File: config.mk
export PLATFORM = sky130hd
export DESIGN_NAME = mips_instr_encoder
export DESIGN_NICKNAME = d
export VERILOG_FILES = /design/src/rtl/mips_instr_encoder.sv
export SDC_FILE = /design/constraint.sdc
export NUM_CORES = 1
export LEC_CHECK = 0
export BUFFER_PORTS_ARGS = -buffer_cell sky130_fd_sc_hd__buf_2
export CAP_MARGIN = 20
export CORE_ASPECT_RATIO = 1.25
export CORE_MARGIN = 5
export CORE_UTILIZATION = 52
export CTS_CLUSTER_SIZE = 25
export DETAILED_ROUTE_END_ITERATION = 8
export PLACE_DENSITY_LB_ADDON = 0.05
export SLEW_MARGIN = 15
export SYNTH_ARGS = -nofsm -noshare
export SYNTH_HDL_FRONTEND = slang
export SYNTH_SLANG_ARGS = --single-unit
File: constraint.sdc
create_clock -name clk -period 3.1 [get_ports clk]
set_input_delay 0.62 -clock clk [delete_from_list [all_inputs] [get_ports clk]]
set_output_delay 0.62 -clock clk [all_outputs]
set_load 0.02 [all_outputs]
File: src/rtl/mips_instr_encoder.sv
`default_nettype none
// ============================================================================
// mips_instr_encoder : assembles symbolic ops into MIPS words and streams them
//                      sequentially into instruction memory (LI -> LUI/ORI)
// Revision: 1.0
// ============================================================================
module mips_instr_encoder #(
  parameter int ADDR_W    = 8,
  parameter int BASE_ADDR = 0
) (
  input  logic              clk,
  input  logic              reset,
  input  logic              clear,
  input  logic              op_valid,
  output logic              op_ready,
  input  logic [4:0]        op_code,
  input  logic [4:0]        rs,
  input  logic [4:0]        rt,
  input  logic [4:0]        rd,
  input  logic [4:0]        shamt,
  input  logic [31:0]       imm,
  input  logic [25:0]       target,
  output logic              imem_we,
  output logic [ADDR_W-1:0] imem_addr,
  output logic [31:0]       imem_wdata,
  output logic              full,
  output logic              err
);
  localparam logic [ADDR_W-1:0] LAST_ADDR  = {ADDR_W{1'b1}};
  localparam logic [ADDR_W-1:0] START_ADDR = ADDR_W'(BASE_ADDR);

  localparam logic [1:0] IDLE    = 2'd0;
  localparam logic [1:0] EMIT2   = 2'd1;
  localparam logic [1:0] FULL_ST = 2'd2;

  logic [1:0]        state;
  logic [1:0]        next_state;
  logic [5:0]        func;
  logic [5:0]        iop;
  logic              shift_imm;
  logic [31:0]       word0;
  logic [31:0]       word1;
  logic [31:0]       pend_word;
  logic              two_word;
  logic              illegal;
  logic [ADDR_W-1:0] next_free;
  logic              accept;
  logic              slot_last;
  logic              overflow;
  logic              do_write;

  always_comb begin
    func = 6'h00;
    iop  = 6'h00;
    case (op_code)
      5'h00: func = 6'h20;
      5'h01: func = 6'h21;
      5'h02: func = 6'h22;
      5'h03: func = 6'h23;
      5'h04: func = 6'h24;
      5'h05: func = 6'h25;
      5'h06: func = 6'h26;
      5'h07: func = 6'h27;
      5'h08: func = 6'h2A;
      5'h09: func = 6'h2B;
      5'h0A: func = 6'h00;
      5'h0B: func = 6'h02;
      5'h0C: func = 6'h03;
      5'h0D: func = 6'h04;
      5'h0E: func = 6'h06;
      5'h0F: func = 6'h07;
      5'h10: iop  = 6'h23;
      5'h11: iop  = 6'h2B;
      5'h12: iop  = 6'h04;
      5'h13: iop  = 6'h05;
      5'h14: iop  = 6'h08;
      5'h15: iop  = 6'h09;
      5'h16: iop  = 6'h0C;
      5'h17: iop  = 6'h0D;
      5'h18: iop  = 6'h0E;
      5'h19: iop  = 6'h0A;
      5'h1A: iop  = 6'h0B;
      default: ;
    endcase
  end

  always_comb begin
    word0     = 32'h0;
    word1     = 32'h0;
    two_word  = 1'b0;
    illegal   = 1'b0;
    shift_imm = (op_code == 5'h0A) || (op_code == 5'h0B) || (op_code == 5'h0C);
    if (op_code < 5'h10) begin
      word0 = {6'h00, (shift_imm ? 5'd0 : rs), rt, rd, (shift_imm ? shamt : 5'd0), func};
    end else if (op_code <= 5'h1A) begin
      word0 = {iop, rs, rt, imm[15:0]};
    end else begin
      case (op_code)
        5'h1B: word0 = {6'h02, target};
        5'h1C: word0 = {6'h0F, 5'd0, rt, imm[15:0]};
        5'h1D: begin
          // LI collapses to a single ORI or LUI whenever one half is zero
          if (imm[31:16] == 16'h0) begin
            word0 = {6'h0D, 5'd0, rt, imm[15:0]};
          end else begin
            word0 = {6'h0F, 5'd0, rt, imm[31:16]};
            if (imm[15:0] != 16'h0) begin
              two_word = 1'b1;
              word1    = {6'h0D, rt, rt, imm[15:0]};
            end
          end
        end
        5'h1E:   word0   = 32'h0;
        default: illegal = 1'b1;
      endcase
    end
  end

  // imem_addr shows the slot being written, or the next free slot when idle
  assign next_free = (imem_we && (state != FULL_ST)) ? imem_addr + 1'b1 : imem_addr;
  assign slot_last = (next_free == LAST_ADDR);
  assign accept    = op_valid && op_ready;
  assign overflow  = accept && !illegal && two_word && slot_last;
  assign do_write  = (state == EMIT2) || (accept && !illegal && !overflow);

  always_ff @(posedge clk or posedge reset) begin
    if (reset) begin
      state <= IDLE;
    end else begin
      state <= next_state;
    end
  end

  always_comb begin
    next_state = state;
    if (clear) begin
      next_state = IDLE;
    end else begin
      case (state)
        IDLE: begin
          if (accept && !illegal && !overflow) begin
            if (two_word) begin
              next_state = EMIT2;
            end else if (slot_last) begin
              next_state = FULL_ST;
            end
          end
        end
        EMIT2:   next_state = slot_last ? FULL_ST : IDLE;
        FULL_ST: next_state = FULL_ST;
        default: next_state = IDLE;
      endcase
    end
  end

  always_comb begin
    op_ready = (state == IDLE) && !clear;
    full     = (state == FULL_ST);
  end

  always_ff @(posedge clk or posedge reset) begin
    if (reset) begin
      imem_we    <= 1'b0;
      imem_addr  <= START_ADDR;
      imem_wdata <= 32'h0;
      err        <= 1'b0;
      pend_word  <= 32'h0;
    end else if (clear) begin
      imem_we    <= 1'b0;
      imem_addr  <= START_ADDR;
      err        <= 1'b0;
    end else begin
      imem_we    <= do_write;
      imem_addr  <= next_free;
      err        <= accept && (illegal || overflow);
      if (do_write) begin
        imem_wdata <= (state == EMIT2) ? pend_word : word0;
      end
      if (accept && two_word) begin
        pend_word <= word1;
      end
    end
  end

endmodule
`default_nettype wire
==> metrics.txt <==
status finished, final reports clean; # port buffers 129; Initial DRC Count 425; met1 usage 0.350; Die Wd 91.0 um; first-pass GRT wire length 23.3 mm; met2 usage 0.477; cell count after synthesis 489; Startpoint Class register; GR Util met3 0.0407; Worst Hold Class in -> async; syn_area_per_cell 8.73 um2; setup TNS 0 ps; Die H 111 um; Leak 2.57 nW; GP Congestion 0.965; overall routing resource usage 0.282; switching pwr 0.694 mW; Place WS 140 ps; Post-Route WL 14.3 mm; drt wl/cell 19.8 um; post_cts resized 0; EDFF count, synth 0; Mapped Area 4270 um2; # clock sinks 65; leading cell types in the layout, fill and taps excluded buf_2, nand2_1, dfrtp_1; Yosys Warn Count 0; Ports 131; Req. time, crit path 3330 ps; Die Footprint 10100 um2; Max VDD drop 343 uV; drt via density 6.20; DR pass1 iterations 5; drt drc 0; CTS Hold Buffers Added 0; Cell Area, Placed 5080 um2; Flop pwr share 0.411; CP arrival 3090 ps; Slew HR 0.399; antenna-violating nets left 0; Crit. End Element register; final worst hold slack 359 ps; vias in the first global route 4585; H-tree levels 3; vias post-DR 4479; Worst Skew 7.42 ps; RSZ-0062 raised after global routing false; min Tclk post-route 2850 ps; Row Count 37; crit-path max FO 15; f_max 0.350 GHz; Final Net Count 708; top_reg_cell synth dfrtp_1; largest net degree at the start of global routing 37; GRT overflow 0; share of layout cells above drive strength 1 0.338; antenna violations before repair 0; diodes inserted 0; count of cell types in the netlist 71; final hold violations 0; pwr dens 445 nW/um2; switch share 0.294; initial core utilization 0.524; Core Area 8150 um2; syn_nets 577; Worst-path clk slew 70 ps; final worst slack 247 ps; # Post-CTS Setup Buffers 0; TritonCTS clock tree built; CTS root buf clkbuf_8; clk_lat worst skew 350 ps; clock network fraction of total power 0.346; clock buffer depth 2; global routing's busiest layer met2; Setup Crit Path Kind reg -> reg; reported max-cap violation count 0; dpl hpwl 10.8 mm; internal cell power 1.67 mW; Post-Layout Inst Area 5310 um2; Final period util 0.920; synthesis-to-layout area growth 24.5%; Final setup viols 0; commonest non-fill, non-tap cell in the layout buf_2; Comb pwr share 0.243; max-slew violation count 0; Synth async-reset ratio 1.00; worst-margin pin slew 898 ps; Seq/Total Area, Yosys 0.381; synthesis-stage register bit count 65; CTS Buf Count 9
kinds of logic after synthesis:
kind of cell	Yosys count	synth area share
compound gates	145	0.229
xor+xnor	8	0.0164
fa+ha+maj	1	0.00293
buf+inv	43	0.0493
flops	65	0.381
mux	27	0.0886
other cells	1	0.000879
simple gates	199	0.231
per-layer routing:
| layer | share of wire | vias up | routed length [um] |
|---|---|---|---|
| met5 | 0 | - | 0 |
| met4 | 0.040 | 0 | 568 |
| met3 | 0.062 | 35 | 887 |
| met2 | 0.50 | 197 | 7140 |
| met1 | 0.40 | 2174 | 5720 |
| li1 | - | 2073 | - |
per-stage QoR:
stage / power [mW] / util / cells
final: 2.36 / 0.652 / 722
after global routing: 2.47 / 0.652 / 722
after CTS: 2.38 / 0.652 / 722
after detailed placement: 1.56 / 0.624 / 706
after global placement: 1.55 / 0.624 / 706
after floorplan: 1.33 / - / 489
layout make-up:
class	instances	area (um2)
fill	759	2840
multi-input combinational	381	2440
sequential	65	1630
timing repair buffer	155	866
clock buffer	11	151
tap	97	121
clock inverter	5	77.6
inverter	8	32.5
power groups by stage:
| stage | combinational, mW | sequential [mW] | clock [mW] |
|---|---|---|---|
| floorplan | 0.261 | 1.07 | 0 |
| global placement | 0.566 | 0.983 | 0 |
| detailed placement | 0.573 | 0.987 | 0 |
| CTS | 0.575 | 0.972 | 0.837 |
| global route | 0.619 | 0.981 | 0.872 |
| finish | 0.573 | 0.971 | 0.819 |
path summary, 6_finish.rpt:
check,start,endpoint,slack [ps],depth (start not counted)
max,imem_addr[0]$_DFF_PP0_,imem_wdata[1]$_DFFE_PP0P_,250,8
min,reset,imem_wdata[24]$_DFFE_PP0P_,360,2
max reg2reg,imem_addr[0]$_DFF_PP0_,imem_wdata[1]$_DFFE_PP0P_,250,8
min reg2reg,pend_word[28]$_DFFE_PP0P_,pend_word[28]$_DFFE_PP0P_,490,1
max in group asynchronous,reset,imem_addr[7]$_DFF_PP0_,2110,3
min in group clk,pend_word[28]$_DFFE_PP0P_,pend_word[28]$_DFFE_PP0P_,490,1
critical path, stage by stage, from the launching register on:
cell and delay (ps):
dfrtp_1 470, ha_1 310, or4b_1 550, o211ai_2 240
nand4_2 180, a21oi_4 310, inv_4 180, buf_4 200
mux2_4 300
registers in the layout, summed over array words and instances, names as in the netlist:
register,flops
imem_wdata,31
imem_we,1
imem_addr,8
state,2
pend_word,22
err,1
cells in the mapped netlist, drive strengths merged (4+ instances only):
library cell	instances	area (um2)
nand2b	4	25.0
dfrtp	65	1630
buf	11	87.6
mux2	26	364
o21ai	52	260
nor2b	5	31.3
a22oi	10	75.1
o31ai	5	37.5
nand2	79	299
xor2	6	52.6
a22o	8	70.1
nand4	16	106
and2	10	62.6
nor4	11	68.8
clkbuf	24	90.1
a221oi	9	78.8
o211ai	4	35.0
nor2	37	139
a21oi	23	126
nor3	6	30.0
inv	7	28.8
nand3	12	60.1
Note: power is estimated with default switching activity, not from simulation.
